$ cat src/rtl/vending_machine_param.sv
// Parameterised vending machine: coin credit, product select, stock, change.
// Ports: clk, R (sync active-low), N/D/Q/I coins, sel, cancel -> vend, Total_Amount,
//   chg_q/chg_d/chg_n change pulses, coin_rej, sold_out.
module vending_machine_param #(
  parameter int NPROD = 3,
  parameter int AMT_W = 7,
  parameter logic [NPROD*AMT_W-1:0] PRICES = {7'd65, 7'd50, 7'd25},
  parameter int STOCK_W = 4,
  parameter int STOCK_INIT = 10
) (
  input  logic             clk,
  input  logic             R,
  input  logic             N,
  input  logic             D,
  input  logic             Q,
  input  logic             I,
  input  logic [NPROD-1:0] sel,
  input  logic             cancel,
  output logic [NPROD-1:0] vend,
  output logic [AMT_W-1:0] Total_Amount,
  output logic             chg_q,
  output logic             chg_d,
  output logic             chg_n,
  output logic             coin_rej,
  output logic             sold_out
);

  typedef enum logic [1:0] {
    S_IDLE,
    S_VEND,
    S_CHANGE
  } state_t;

  localparam logic [AMT_W-1:0] V_N = AMT_W'(5);
  localparam logic [AMT_W-1:0] V_D = AMT_W'(10);
  localparam logic [AMT_W-1:0] V_Q = AMT_W'(25);

  localparam logic [AMT_W:0] W_N = (AMT_W+1)'(5);
  localparam logic [AMT_W:0] W_D = (AMT_W+1)'(10);
  localparam logic [AMT_W:0] W_Q = (AMT_W+1)'(25);
  localparam logic [AMT_W:0] W_I = (AMT_W+1)'(100);

  state_t state_q, state_d;

  logic [AMT_W-1:0] credit_q, credit_d;
  logic [STOCK_W-1:0] stock_q [NPROD];
  logic [STOCK_W-1:0] stock_d [NPROD];

  logic [3:0] coin_hist_q, coin_hist_d;
  logic [NPROD-1:0] sel_hist_q, sel_hist_d;
  logic cancel_hist_q, cancel_hist_d;

  logic [NPROD-1:0] vend_q, vend_d;
  logic chg_qtr_q, chg_qtr_d;
  logic chg_dim_q, chg_dim_d;
  logic chg_nkl_q, chg_nkl_d;
  logic coin_rej_q, coin_rej_d;
  logic sold_out_q, sold_out_d;

  logic [3:0] coin_edge;
  logic [NPROD-1:0] sel_edge;
  logic [NPROD-1:0] sel_oh;
  logic cancel_edge;
  logic multi_coin;
  logic cmd;
  logic [AMT_W:0] coin_val;
  logic [AMT_W:0] sum;
  logic [AMT_W-1:0] price_sel;
  logic [STOCK_W-1:0] stock_sel;

  always_comb begin
    coin_hist_d   = {I, Q, D, N};
    sel_hist_d    = sel;
    cancel_hist_d = cancel;

    coin_edge   = {I, Q, D, N} & ~coin_hist_q;
    sel_edge    = sel & ~sel_hist_q;
    cancel_edge = cancel & ~cancel_hist_q;

    // isolate lowest-index select edge
    sel_oh = sel_edge & (~sel_edge + NPROD'(1));

    price_sel = '0;
    stock_sel = '0;
    for (int i = 0; i < NPROD; i++) begin
      if (sel_oh[i]) begin
        price_sel = PRICES[i*AMT_W +: AMT_W];
        stock_sel = stock_q[i];
      end
    end

    // highest-value coin wins
    if (coin_edge[3])      coin_val = W_I;
    else if (coin_edge[2]) coin_val = W_Q;
    else if (coin_edge[1]) coin_val = W_D;
    else if (coin_edge[0]) coin_val = W_N;
    else                   coin_val = '0;

    multi_coin = |(coin_edge & (coin_edge - 4'd1));
    sum        = {1'b0, credit_q} + coin_val;
    // a select or cancel edge makes this a command cycle
    cmd        = (|sel_edge) | cancel_edge;
  end

  always_comb begin
    state_d    = state_q;
    credit_d   = credit_q;
    stock_d    = stock_q;
    vend_d     = '0;
    chg_qtr_d  = 1'b0;
    chg_dim_d  = 1'b0;
    chg_nkl_d  = 1'b0;
    coin_rej_d = 1'b0;
    sold_out_d = 1'b0;

    unique case (state_q)
      S_IDLE: begin
        if (|sel_edge) begin
          if (credit_q >= price_sel) begin
            if (stock_sel == '0) begin
              sold_out_d = 1'b1;
            end else begin
              vend_d   = sel_oh;
              credit_d = credit_q - price_sel;
              state_d  = S_VEND;
              for (int i = 0; i < NPROD; i++) begin
                if (sel_oh[i]) stock_d[i] = stock_q[i] - STOCK_W'(1);
              end
            end
          end
        end else if (cancel_edge && credit_q != '0) begin
          state_d = S_CHANGE;
        end

        if (|coin_edge) begin
          if (cmd) begin
            coin_rej_d = 1'b1;
          end else begin
            if (multi_coin) coin_rej_d = 1'b1;
            if (sum[AMT_W]) coin_rej_d = 1'b1;
            else            credit_d   = sum[AMT_W-1:0];
          end
        end
      end

      S_VEND: begin
        coin_rej_d = |coin_edge;
        state_d    = (credit_q != '0) ? S_CHANGE : S_IDLE;
      end

      S_CHANGE: begin
        coin_rej_d = |coin_edge;
        if (credit_q >= V_Q) begin
          chg_qtr_d = 1'b1;
          credit_d  = credit_q - V_Q;
        end else if (credit_q >= V_D) begin
          chg_dim_d = 1'b1;
          credit_d  = credit_q - V_D;
        end else if (credit_q >= V_N) begin
          chg_nkl_d = 1'b1;
          credit_d  = credit_q - V_N;
        end else begin
          credit_d  = '0;
        end
        if (credit_d == '0) state_d = S_IDLE;
      end

      default: begin
        state_d = S_IDLE;
      end
    endcase
  end

  always_ff @(posedge clk) begin
    if (!R) begin
      state_q       <= S_IDLE;
      credit_q      <= '0;
      for (int i = 0; i < NPROD; i++) begin
        stock_q[i] <= STOCK_W'(STOCK_INIT);
      end
      coin_hist_q   <= '0;
      sel_hist_q    <= '0;
      cancel_hist_q <= 1'b0;
      vend_q        <= '0;
      chg_qtr_q     <= 1'b0;
      chg_dim_q     <= 1'b0;
      chg_nkl_q     <= 1'b0;
      coin_rej_q    <= 1'b0;
      sold_out_q    <= 1'b0;
    end else begin
      state_q       <= state_d;
      credit_q      <= credit_d;
      stock_q       <= stock_d;
      coin_hist_q   <= coin_hist_d;
      sel_hist_q    <= sel_hist_d;
      cancel_hist_q <= cancel_hist_d;
      vend_q        <= vend_d;
      chg_qtr_q     <= chg_qtr_d;
      chg_dim_q     <= chg_dim_d;
      chg_nkl_q     <= chg_nkl_d;
      coin_rej_q    <= coin_rej_d;
      sold_out_q    <= sold_out_d;
    end
  end

  assign vend         = vend_q;
  assign Total_Amount = credit_q;
  assign chg_q        = chg_qtr_q;
  assign chg_d        = chg_dim_q;
  assign chg_n        = chg_nkl_q;
  assign coin_rej     = coin_rej_q;
  assign sold_out     = sold_out_q;

endmodule
$ cat config.mk
export PLATFORM = sky130hd
export DESIGN_NAME = vending_machine_param
export DESIGN_NICKNAME = d
export VERILOG_FILES = /design/src/rtl/vending_machine_param.sv
export SDC_FILE = /design/constraint.sdc
export NUM_CORES = 1
export LEC_CHECK = 0
export CORE_ASPECT_RATIO = 0.7
export CORE_MARGIN = 8
export CORE_UTILIZATION = 53
export CTS_CLUSTER_DIAMETER = 50
export DETAILED_ROUTE_END_ITERATION = 8
export PLACE_DENSITY = 0.87
export SETUP_SLACK_MARGIN = 0.05
export SYNTH_ARGS = -nofsm -noshare
export SYNTH_HDL_FRONTEND = slang
export SYNTH_SLANG_ARGS = --single-unit
$ cat constraint.sdc
create_clock -name clk -period 2.6 [get_ports clk]
set_clock_uncertainty 0.15 [all_clocks]
set_input_delay 0.26 -clock clk [delete_from_list [all_inputs] [get_ports clk]]
set_output_delay 0.26 -clock clk [all_outputs]
set_load 0.02 [all_outputs]
**Word level (Yosys, flattened, before mapping)**

Cells that the tools add are included.
Widths: inputs -> output; s select.

- $add $sub $neg: 10
- Multiply operators: 0
- Div/mod/pow operators: 0
- $lt $le $gt $ge: 4
- Equality and inequality tests: 6
- Shift-type cells: 0
- Muxes and demuxes: 37
- Bitwise gates (word level): 16
- Reductions and logical operators: 19

Operators with widths:

| cell | number |
|---|---|
| $mux 7 | 13 |
| $mux 4 | 4 |
| $sub 4x1->4 const B | 4 |
| $reduce_and 5->1 | 3 |
| $pmux 7 s2 | 1 |
| $mux 2 | 6 |
| $reduce_or 4->1 | 3 |
| $mux 5 | 2 |
| $ne 3x3->1 const B | 3 |
| $add 7x8->8 | 1 |
| $and 4x4->4 | 2 |
| $mux 1 | 8 |
| $reduce_and 4->1 | 2 |
| $ge 7x3->1 const B | 1 |
| $ge 7x4->1 const B | 1 |
| $ge 7x5->1 const B | 1 |
| $ge 7x7->1 | 1 |
| $logic_not 7->1 | 1 |
| $not 1->1 | 7 |
| $reduce_bool 7->1 | 1 |
| $sub 7x3->7 const B | 1 |
| $sub 7x4->7 const B | 1 |
| $sub 7x5->7 const B | 1 |
| $sub 7x7->7 | 1 |
| 20 further kinds | 23 |

- Flip-flop bits (word level): 37
- Latch bits: 0
- RAM bits: 0
- Memory bits (read-only): 0
- Input bits: 10
- Memories kept: 0

**Longest topological paths before layout**

Gate-level depths: netlist of the first run.

- Depth in word-level cells: 16
- Mapped depth: 14
- Mapped depth without buffers: 13

**Worst setup path before layout of the first run**

Ideal clock, no wire load.

- Path kind: input port to flip-flop
- From: input port I
- To: register credit_q[3], in the netlist Total_Amount[3]
- Setup time: 0.120 ns
- Data arrival time: 2.549 ns
- Data required time: 2.330 ns
- Setup slack: -0.218 ns
- Stages on the path: 12
- Buffers on the path: 2
- Cell sequence: nor2b_1 buf_2 nor3_1 ha_1 a211oi_1 nor2_1 o41ai_2 and2_1 buf_4 nand2b_1 nor2_1 o31a_1

- Cells in the longest elaborated chain, start to end: 7

RTL lines:

| element | line | RTL |
|---|---|---|
| start: declaration | 16 | `input logic I,` |
| $and 4x4->4 * | 76 | `coin_edge = {I, Q, D, N} & ~coin_hist_q;` |
| $mux 7 | 93 | `if (coin_edge[3]) coin_val = W_I;` |
| $add 7x8->8 | 100 | `sum = {1'b0, credit_q} + coin_val;` |
| $mux 7 | 140 | `if (sum[AMT_W]) coin_rej_d = 1'b1;` |
| $mux 7 | 136 | `if (cmd) begin` |
| $mux 7 * | 135 | `if (\|coin_edge) begin` |
| $pmux 7 s2 * | 116 | `unique case (state_q)` |
| end signal: assignment | 192 | `credit_q <= credit_d;` |
| end: declaration | 45 | `logic [AMT_W-1:0] credit_q, credit_d;` |

Mark *: on every way between the ends. The rest lies on a longest branch, timed or not.
A chain may end at the register's enable or synchronous reset.

**Worst setup path after layout of the first run**

- From: register sel_hist_q[1]
- To: register credit_q[2], in the netlist Total_Amount[2]

- Cells in the longest elaborated chain, start to end: 15

RTL lines:

| element | line | RTL |
|---|---|---|
| start: declaration | 50 | `logic [NPROD-1:0] sel_hist_q, sel_hist_d;` |
| start signal: assignment | 195 | `sel_hist_q <= sel_hist_d;` |
| $not 3->3 * | 77 | `sel_edge = sel & ~sel_hist_q;` |
| $and 3x3->3 * | 77 |  |
| $not 3->3 | 81 | `sel_oh = sel_edge & (~sel_edge + NPROD'(1));` |
| $add 3x1->3 | 81 |  |
| $and 3x3->3 | 81 |  |
| $mux 7 / $mux 4 (equally long branches) (2 in series) | 86 | `if (sel_oh[i]) begin` |
| $sub 7x7->7 / $logic_not 4->1 (equally long branches) | 124, 120 |  |
| $mux 7 | 120 | `if (stock_sel == '0) begin` |
| $mux 7 | 119 | `if (credit_q >= price_sel) begin` |
| $mux 7 | 118 | `if (\|sel_edge) begin` |
| $mux 7 | 140 |  |
| $mux 7 | 136 |  |
| $mux 7 * | 135 |  |
| $pmux 7 s2 * | 116 |  |

Marks and branches as above.

==> results of run 1 <==
repair_timing:
item	in CTS	in global routing
setup buffers	8	12
pin swaps	26	32
setup endpoints to repair	25	26
resized for setup	58	33
area by class of cell:
| cell class | instances | share of cell area, % |
|---|---|---|
| multi-input cells | 278 | 55.6 |
| well taps | 72 | 2.04 |
| clock inverters | 2 | 0.227 |
| inverters | 20 | 1.87 |
| flip-flops and latches | 37 | 17.1 |
| clock buffers | 6 | 1.64 |
| repair buffers | 115 | 21.6 |
path summary, 6_finish.rpt:
path | cells after the start | from | end | slack (ps)
worst max-delay path | 13 | sel_hist_q[1]$_SDFF_PN0_ | Total_Amount[2]$_SDFFE_PN0P_ | -320
worst min-delay path | 2 | N | coin_hist_q[0]$_SDFF_PN0_ | 60
worst max register to register | 13 | sel_hist_q[1]$_SDFF_PN0_ | Total_Amount[2]$_SDFFE_PN0P_ | -320
worst min register to register | 2 | stock_q[3]$_SDFFE_PN1P_ | stock_q[3]$_SDFFE_PN1P_ | 310
worst max-delay path, cell delays in order (launching register included):
cell and delay, ps:
dfxtp_2 350, nor2b_4 220, nor3_4 80, inv_2 80, nand2_2 70, ha_4 220, and3b_1 170, nand4bb_4 210
a221oi_4 360, nor2_4 110, buf_4 180, a41o_1 250, a221oi_2 230, nor2_1 110
report_power, final:
group          internal, W  switching [W]  leakage [nW]
clock             0.000186       0.000239        0.0450
combinational      0.00192        0.00236          1.55
sequential        0.000671       0.000135         0.306
total              0.00278        0.00274          1.90
cells in the final DEF (no fill, tap or decap), drive strengths merged, types with 3 or more instances in the layout:
cell           count
a211oi             5
a21boi             3
a21oi             18
a221oi             4
a311oi             3
and2              11
buf               91
clkbuf             6
clkdlybuf4s50     17
clkinv             3
dfxtp             37
dlygate4sd2        6
ha                28
inv               19
mux2i              5
nand2             26
nand2b            10
nand3             13
nand3b             3
nand4              7
nor2              30
nor2b             13
nor3              11
nor4               5
o211ai             8
o21ai             12
o31ai              5
o41ai              4
or3                3
xnor2              9
xor2               6
per-stage QoR:
stage,TNS (ps),hold WS [ps]
5_1_grt,-3540,62.9
2_1_floorplan,-299,232
4_1_cts,-779,161
3_5_place_dp,-13100,303
6_report,-2590,63.8
3_3_place_gp,-10090,287
routing by layer:
layer | track usage, % | share of wire [%]
met1 | 29.7 | 36
met2 | 41.4 | 43
met3 | 7.50 | 13
met4 | 14.3 | 7.9
met5 | 0 | 0
kinds of logic after synthesis:
family | Yosys count
AO/OA/AOI/OAI | 86
buffers and inverters | 35
adder cells (fa/ha/maj) | 30
flip-flops | 37
AND/OR/NAND/NOR | 140
XOR/XNOR | 15
multiplexers | 7
state kept, by name, indices dropped and copies added (netlist names):
signal         flops
stock_q           12
chg_n              1
Total_Amount       7
chg_d              1
sold_out           1
chg_q              1
sel_hist_q         3
coin_rej           1
cancel_hist_q      1
state_q            2
vend               3
coin_hist_q        4
==> reports/summary.json, run 1 <==
{
  "route": {
    "antenna_left": 0,
    "drt_iter0_markers": 663,
    "drt_pre_antenna_iters": 6,
    "via_count": 3593,
    "viasPerCell": 6.78,
    "wirelength_mm": 12.6,
    "routedWlPerCell_um": 23.7,
    "drc": 0
  },
  "pwr": {
    "peakVddDrop_mv": 0.804,
    "leakage_power_total_nw": 1.90,
    "finalPower_w": 0.00552,
    "power_per_cell_area_mw_per_mm2": 1250
  },
  "global_route": {
    "grt_first_pass_wirelength_mm": 17.1,
    "grt_usage_pct": 25.5,
    "number_of_global_route_vias_before_repair": 3369,
    "grt_antenna_before_repair": 0,
    "grt_overflow": 0,
    "maximum_number_of_pins_on_one_net_before_global_route_repair": 21
  },
  "final_layout": {
    "post_route_cells_drive_above_1_share_pct": 40.8,
    "instances_no_fill": 530,
    "ff_latch_area_um2": 753,
    "syn2layout_area_growth_pct": 48.9,
    "post-route-util_pct": 83.1,
    "num-nets-final": 497,
    "fin_area_mm2": 0.00442,
    "n_antenna_cell": 0,
    "number_of_inserted_filler_cells_in_the_final_layout": 258,
    "multi_input_comb_area_mm2": 0.00245
  },
  "synth": {
    "synth.top_cells.by_count": "dfxtp_1, ha_1, nor2_1",
    "yosysUniqueCellTypes": 72,
    "synth_edf_count": 0,
    "synth_cells": 350,
    "synth-compound-area-share_pct": 22.5,
    "synthAdderAreaFrac_pct": 13.2,
    "yosysWarningCount": 0,
    "post-synth-top-area-cell": "dfxtp_1",
    "syn_area_mm2": 0.00297,
    "share_of_synthesized_area_spent_on_multiplexers_pct": 2.45,
    "synth_xor_area_share_pct": 4.43,
    "postSynthAreaPerCell_um2": 8.47,
    "synth.yosys.seq_area_share_pct": 25.0,
    "yosys_register_bits": 37,
    "dominant_combinational_cell_family_by_area_after_synthesis": "simple AND/OR/NAND/NOR gates",
    "most_frequent_cell_after_synthesis": "dfxtp_1",
    "ys_dominant_reg_cell": "dfxtp_1",
    "simple_logic_cell_fraction_of_the_synthesized_area_pct": 27.0,
    "netlist.area_leader.share_pct": 25.0,
    "postSynth.asyncResetShare_pct": 0,
    "synth_nets": 390,
    "synth.top_cells.by_area": "dfxtp_1, ha_1, nor2_1, nand2_1, a21oi_1"
  },
  "placed_design": {
    "place.detailed.hpwl_mm": 6.85,
    "finalWeightedCongestion": 0.937,
    "instance_area_after_placement_mm2": 0.00383,
    "detailedPlace.worstSlack_ps": -633,
    "io_buffer_count": 24,
    "dp.cells": 506
  },
  "sta": {
    "setup_ws_ps": -320,
    "layout_min_cycle_time_ps": 2920,
    "max_freq_mhz": 342,
    "drv_slew": 0,
    "setup_viol": 21,
    "rsz0062_at_grt": "yes",
    "hold_violations": 0,
    "finalCritPeriodShare_pct": 112,
    "worst_pin_slew_ps": 785,
    "slew_headroom_pct": 47.6
  },
  "cts": {
    "cts_root_buf": "clkbuf_8",
    "cts_tree": "built",
    "tritoncts.num_buffers": 5,
    "clkLatencyLatePin_ps": 320,
    "cts.sinks": 37,
    "post_cts_hold_buffer_count": 0,
    "cts.reportedPaths.clkPinSlew_ps": 80,
    "max_clock_buf_depth": 2,
    "htree_levels": 2
  },
  "outcome": {
    "outcome": "finished with violations",
    "violated_checks": "negative setup slack"
  },
  "die": {
    "initial_utilization_pct": 55.8,
    "placement_rows": 22,
    "die_area_mm2": 0.00828,
    "die-height_um": 78.6,
    "core_region_area_mm2": 0.00531,
    "io_pins": 25,
    "fp.dieW_um": 105
  },
  "critical_path": {
    "path_class": "reg2reg",
    "maximum_fanout_count_along_the_critical_path": 6,
    "endpoint_required_time_on_the_critical_path_ps": 2640,
    "worst_ep_arrival_time_ps": 2960,
    "critPathLaunchType": "flop",
    "cp-end-kind": "flop"
  },
  "worst_hold_path": {
    "hp-class": "in2reg"
  },
  "flow_run": {
    "timing.max_cap.violations": 0
  }
}
Power figures use the tool's default switching activity.
==> run 2, diff against run 1 <==
Settings changed: CORE_MARGIN 8 to 3, CTS_CLUSTER_DIAMETER 50 to 120.
==> run 2 against run 1 <==
The flow still finishes with violations (negative setup slack). Combinational power rose by 9.1%. Wire length grew 15%. Worst hold slack better by 9.9 ps. Via count increased by 7.8%. Critical path type unchanged. Clock power rose by 35%.
==> reports/summary.json, run 2 (synthesis gave the netlist of run 1 again) <==
{
  "critical_path": {
    "critPathLaunchType": "flop",
    "maximum_fanout_count_along_the_critical_path": 7,
    "cp-end-kind": "flop",
    "worst_ep_arrival_time_ps": 2980,
    "worst-r2r-setup-slack_ps": -330,
    "worstReg2RegEnd": "Total_Amount[2]$_SDFFE_PN0P_",
    "path_class": "reg2reg",
    "r2r-start": "sel_hist_q[0]$_SDFF_PN0_",
    "endpoint_required_time_on_the_critical_path_ps": 2650,
    "worstRegToRegCells": 12
  },
  "global_route": {
    "number_of_global_route_vias_before_repair": 3544,
    "grt_usage_pct": 38.7,
    "grt_antenna_before_repair": 0,
    "maximum_number_of_pins_on_one_net_before_global_route_repair": 22,
    "grt_first_pass_wirelength_mm": 18.7,
    "grt_overflow": 0
  },
  "die": {
    "io_pins": 25,
    "initial_utilization_pct": 55.8,
    "die-height_um": 68.6,
    "placement_rows": 22,
    "fp.dieW_um": 95.4,
    "core_region_area_mm2": 0.00531,
    "die_area_mm2": 0.00654
  },
  "final_layout": {
    "most_common_cell_after_layout_fill_and_taps_aside": "buf_4",
    "n_antenna_cell": 0,
    "largest-register": "stock_q",
    "largest_reg_flops": 12,
    "num-nets-final": 499,
    "post_route_cells_drive_above_1_share_pct": 44.3,
    "fin_area_mm2": 0.00460,
    "syn2layout_area_growth_pct": 55.1,
    "post-route-util_pct": 86.6,
    "most-common-layout-cells": "buf_4, dfxtp_1, nor2_1, nand2_1, ha_1"
  },
  "route": {
    "route.top_layer_used": "met4",
    "wirelength_mm": 14.4,
    "routedWlPerCell_um": 27.1,
    "drt_iter0_markers": 804,
    "drc": 0,
    "antenna_left": 0,
    "viasPerCell": 7.28,
    "drt_pre_antenna_iters": 7,
    "routed-wl-met2_mm": 5.86,
    "dr_wl_met3_mm": 2.19,
    "routedLengthMet1_mm": 4.82,
    "via_count": 3874
  },
  "pwr": {
    "power_per_cell_area_mw_per_mm2": 1320,
    "peakVddDrop_mv": 0.943,
    "leakage_power_total_nw": 1.95,
    "finalPower_w": 0.00607
  },
  "placed_design": {
    "instance_area_after_placement_mm2": 0.00375,
    "finalWeightedCongestion": 1.00,
    "io_buffer_count": 24,
    "place.detailed.hpwl_mm": 6.73
  },
  "worst_hold_path": {
    "worst_hold_path.num_cells": 2,
    "hp-class": "in2reg",
    "timing.hold.worst_endpoint": "coin_hist_q[2]$_SDFF_PN0_",
    "min_from": "Q"
  },
  "cts": {
    "cts_tree": "built",
    "cts.sinks": 37,
    "post_cts_hold_buffer_count": 0,
    "cts_root_buf": "clkbuf_8",
    "clkLatencyLatePin_ps": 330,
    "htree_levels": 2,
    "tritoncts.num_buffers": 5,
    "cts.reportedPaths.clkPinSlew_ps": 100,
    "max_clock_buf_depth": 2
  },
  "outcome": {
    "violated_checks": "negative setup slack",
    "outcome": "finished with violations"
  },
  "flow_run": {
    "timing.max_cap.violations": 0
  },
  "sta": {
    "slew_headroom_pct": 50.8,
    "setup_ws_ps": -329,
    "hold_violations": 0,
    "finalCritPeriodShare_pct": 113,
    "worst_pin_slew_ps": 737,
    "setup_viol": 24,
    "layout_min_cycle_time_ps": 2930,
    "totalNegativeSetupSlack_ps": -5090,
    "rsz0062_at_grt": "yes",
    "drv_slew": 0,
    "max_freq_mhz": 341
  }
}
run 2: power by group:
group          switching, W  internal [W]
clock network      0.000260      0.000313
logic               0.00267       0.00202
registers          0.000147      0.000668
run 2: what timing repair did:
item | CTS | global route
pin swaps | 35 | 30
cloned | 1 | 0
setup endpoints to repair | 24 | 25
gates resized for setup | 72 | 41
setup buffers | 17 | 13
run 2: per-layer routing:
metal,track usage [%],up-vias
li1,-,1495
met1,45.4,1733
met2,61.6,461
met3,13.6,185
met4,23.8,0
met5,0,-
run 2: worst max-delay path by stage:
| stage | startpoint | endpoint | slack, ps | depth (start not counted) |
|---|---|---|---|---|
| after floorplan | sel[0] | Total_Amount[4]$_SDFFE_PN0P_ | -60 | 14 |
| after global routing | coin_hist_q[1]$_SDFF_PN0_ | Total_Amount[6]$_SDFFE_PN0P_ | -380 | 15 |
| after CTS | sel_hist_q[2]$_SDFF_PN0_ | stock_q[9]$_SDFFE_PN1P_ | -80 | 15 |
| after detailed placement | sel[0] | Total_Amount[6]$_SDFFE_PN0P_ | -660 | 14 |
| final | sel_hist_q[0]$_SDFF_PN0_ | Total_Amount[2]$_SDFFE_PN0P_ | -330 | 12 |
| after global placement | sel[0] | Total_Amount[6]$_SDFFE_PN0P_ | -520 | 14 |
run 2: worst max-delay path: stages (launching register included):
cell       delay [ps]
dfxtp_2           340
nor2b_4           220
inv_4              90
nand2_4            90
ha_1              270
nor2b_1           200
nand4bb_4         240
a221oi_4          370
nor2_4            140
buf_6             160
a41o_1            250
a221oi_2          190
nor2_1             90
run 2: cell type report:
cell class / count / area (um^2)
clock inverter: 2 / 37.5
clock buffer: 6 / 82.6
tap: 72 / 90.1
timing repair buffer: 116 / 988
inverter: 20 / 77.6
sequential: 37 / 749
fill: 208 / 713
multi-input combinational: 279 / 2570
run 2: through the flow:
stage / hold WS, ps / std cells / worst slack, ps
global placement: 287 / 495 / -524
CTS: 153 / 520 / -80.9
detailed placement: 288 / 495 / -656
floorplan: 232 / 350 / -62.5
finish: 73.6 / 532 / -329
global route: 108 / 532 / -381
==> run 3, diff against run 2 <==
Settings changed: TNS_END_PERCENT set to 50.
==> run 3 against run 2 <==
The flow finishes with violations (design-rule violations, negative setup slack). Die area unchanged. Fmax down 5.7%. Wire length down 12%. Cell count up 0.19%. Cell area is 3.2% lower. Total power decreased by 4.7%. Combinational power down 8.1%. Clock power grew 13%. Critical path type unchanged. Largest power group unchanged. Highest routed layer unchanged.
==> reports/summary.json, run 3 (synthesis gave the netlist of run 1 again) <==
{
  "die": {
    "fp.dieW_um": 95.4,
    "core_region_area_mm2": 0.00531,
    "io_pins": 25,
    "die_area_mm2": 0.00654,
    "die-height_um": 68.6,
    "placement_rows": 22,
    "initial_utilization_pct": 55.8
  },
  "cts": {
    "cts_root_buf": "clkbuf_8",
    "htree_levels": 2,
    "post_cts_hold_buffer_count": 0,
    "cts.reportedPaths.clkPinSlew_ps": 90,
    "cts.sinks": 37,
    "tritoncts.num_buffers": 5,
    "cts_tree": "built",
    "max_clock_buf_depth": 2,
    "clkLatencyLatePin_ps": 310
  },
  "final_layout": {
    "most-common-layout-cells": "buf_4, dfxtp_1, nor2_1, nand2_1, ha_1",
    "syn2layout_area_growth_pct": 50.1,
    "ff_latch_area_um2": 746,
    "num-nets-final": 500,
    "multi_input_comb_area_mm2": 0.00243,
    "post_route_cells_drive_above_1_share_pct": 38.8,
    "most_common_cell_after_layout_fill_and_taps_aside": "buf_4",
    "largest-register": "stock_q",
    "number_of_inserted_filler_cells_in_the_final_layout": 264,
    "largest_reg_flops": 12,
    "n_antenna_cell": 0,
    "fin_area_mm2": 0.00445
  },
  "route": {
    "via_count": 3664,
    "antenna_left": 0,
    "drt_pre_antenna_iters": 9,
    "wirelength_mm": 12.6,
    "viasPerCell": 6.87,
    "drt_iter0_markers": 675,
    "routedWlPerCell_um": 23.7,
    "drc": 10
  },
  "pwr": {
    "seq_power_share_pct": 14.4,
    "switchingPower_w": 0.00282,
    "power_per_cell_area_mw_per_mm2": 1300,
    "leakage_power_total_nw": 1.93,
    "peakVddDrop_mv": 0.851,
    "proportion_of_power_drawn_by_the_clock_network_pct": 11.2,
    "cellInternalPower_w": 0.00297,
    "combPwrFrac_pct": 74.4,
    "switching_share_pct": 48.7
  },
  "global_route": {
    "grt_usage_pct": 35.2,
    "grt_first_pass_wirelength_mm": 17.4,
    "maximum_number_of_pins_on_one_net_before_global_route_repair": 31,
    "number_of_global_route_vias_before_repair": 3387,
    "grt_overflow": 0,
    "grt_antenna_before_repair": 0
  },
  "placed_design": {
    "place.detailed.hpwl_mm": 6.72,
    "finalWeightedCongestion": 0.970,
    "io_buffer_count": 24,
    "instance_area_after_placement_mm2": 0.00378
  },
  "outcome": {
    "outcome": "finished with violations",
    "violated_checks": "design-rule violations, negative setup slack"
  },
  "sta": {
    "max_freq_mhz": 322,
    "finalCritPeriodShare_pct": 119,
    "worst_pin_slew_ps": 586,
    "setup_viol": 24,
    "drv_slew": 0,
    "totalNegativeSetupSlack_ps": -4190,
    "rsz0062_at_grt": "yes",
    "layout_min_cycle_time_ps": 3110,
    "setup_ws_ps": -506,
    "slew_headroom_pct": 60.9,
    "hold_violations": 0
  },
  "critical_path": {
    "worst_ep_arrival_time_ps": 3180,
    "timing.critical_path.cells": "inv_2 -> buf_4 -> ha_1 -> nand2b_1 -> a21boi_0 -> a32o_1 -> nor3_1 -> nand4_2 -> a21oi_2 -> mux2i_1",
    "path_class": "reg2reg",
    "worst-r2r-setup-slack_ps": -510,
    "cp-end-kind": "flop",
    "cp_num_buf_inv": 2,
    "endpoint_required_time_on_the_critical_path_ps": 2680,
    "critPathTopFamily": "simple AND/OR/NAND/NOR gates",
    "timing.critical_path.slowest_cell_delay_ps": 480,
    "maximum_fanout_count_along_the_critical_path": 6,
    "crit_path_top_delay_cell": "dfxtp_1",
    "critPathLaunchType": "flop"
  },
  "flow_run": {
    "timing.max_cap.violations": 0
  },
  "worst_hold_path": {
    "hp-class": "in2reg"
  }
}
[run 3: power groups by stage]
stage / Sequential (W) / Clock [W] / Combinational (W)
6_report: 0.000836 / 0.000648 / 0.00430
5_1_grt: 0.000834 / 0.000659 / 0.00446
4_1_cts: 0.000802 / 0.000620 / 0.00351
3_5_place_dp: 0.000808 / 0 / 0.00317
3_3_place_gp: 0.000805 / 0 / 0.00308
2_1_floorplan: 0.000877 / 0 / 0.00187
[run 3: worst paths after layout]
check	depth (start not counted)	end	from
setup / recovery	10	state_q[1]$_SDFFE_PN0P_	Total_Amount[0]$_SDFFE_PN0P_
hold / removal	2	coin_hist_q[3]$_SDFF_PN0_	I
setup reg to reg	10	state_q[1]$_SDFFE_PN0P_	Total_Amount[0]$_SDFFE_PN0P_
hold reg to reg	2	stock_q[3]$_SDFFE_PN1P_	stock_q[3]$_SDFFE_PN1P_
[run 3: cell type report]
class,count,area share [%]
clock buffers,5,1.55
clock inverters,3,1.55
inverters,20,1.80
multi-input cells,279,54.7
flip-flops and latches,37,16.8
well taps,72,2.02
repair buffers,117,21.7
[run 3: repair_timing]
action | 4_1_cts | 5_1_grt
gates cloned | 1 | 0
pin swaps | 13 | 34
endpoints found under the setup margin | 24 | 26
setup buffers | 11 | 12
resized for setup | 33 | 46
[run 3: routing by layer]
metal  vias up  global-route usage, %  part of all wire (%)
met2       369                   58.1                    42
met4         0                   19.1                   8.9
met5         -                   3.33                     0
met1      1665                   41.3                    36
li1       1497                      -                     -
met3       133                   10.4                    13
[run 3: metrics by stage]
stage / setup slack, ps / hold slack, ps / std cells / util, % / total power (W)
floorplan: -62.5 / 232 / 350 / - / 0.00275
global placement: -526 / 290 / 503 / 71.2 / 0.00389
detailed placement: -697 / 293 / 503 / 71.2 / 0.00397
CTS: -190 / 173 / 522 / 77.9 / 0.00494
global route: -489 / 74.7 / 533 / 83.8 / 0.00595
finish: -506 / 46.4 / 533 / 83.8 / 0.00579
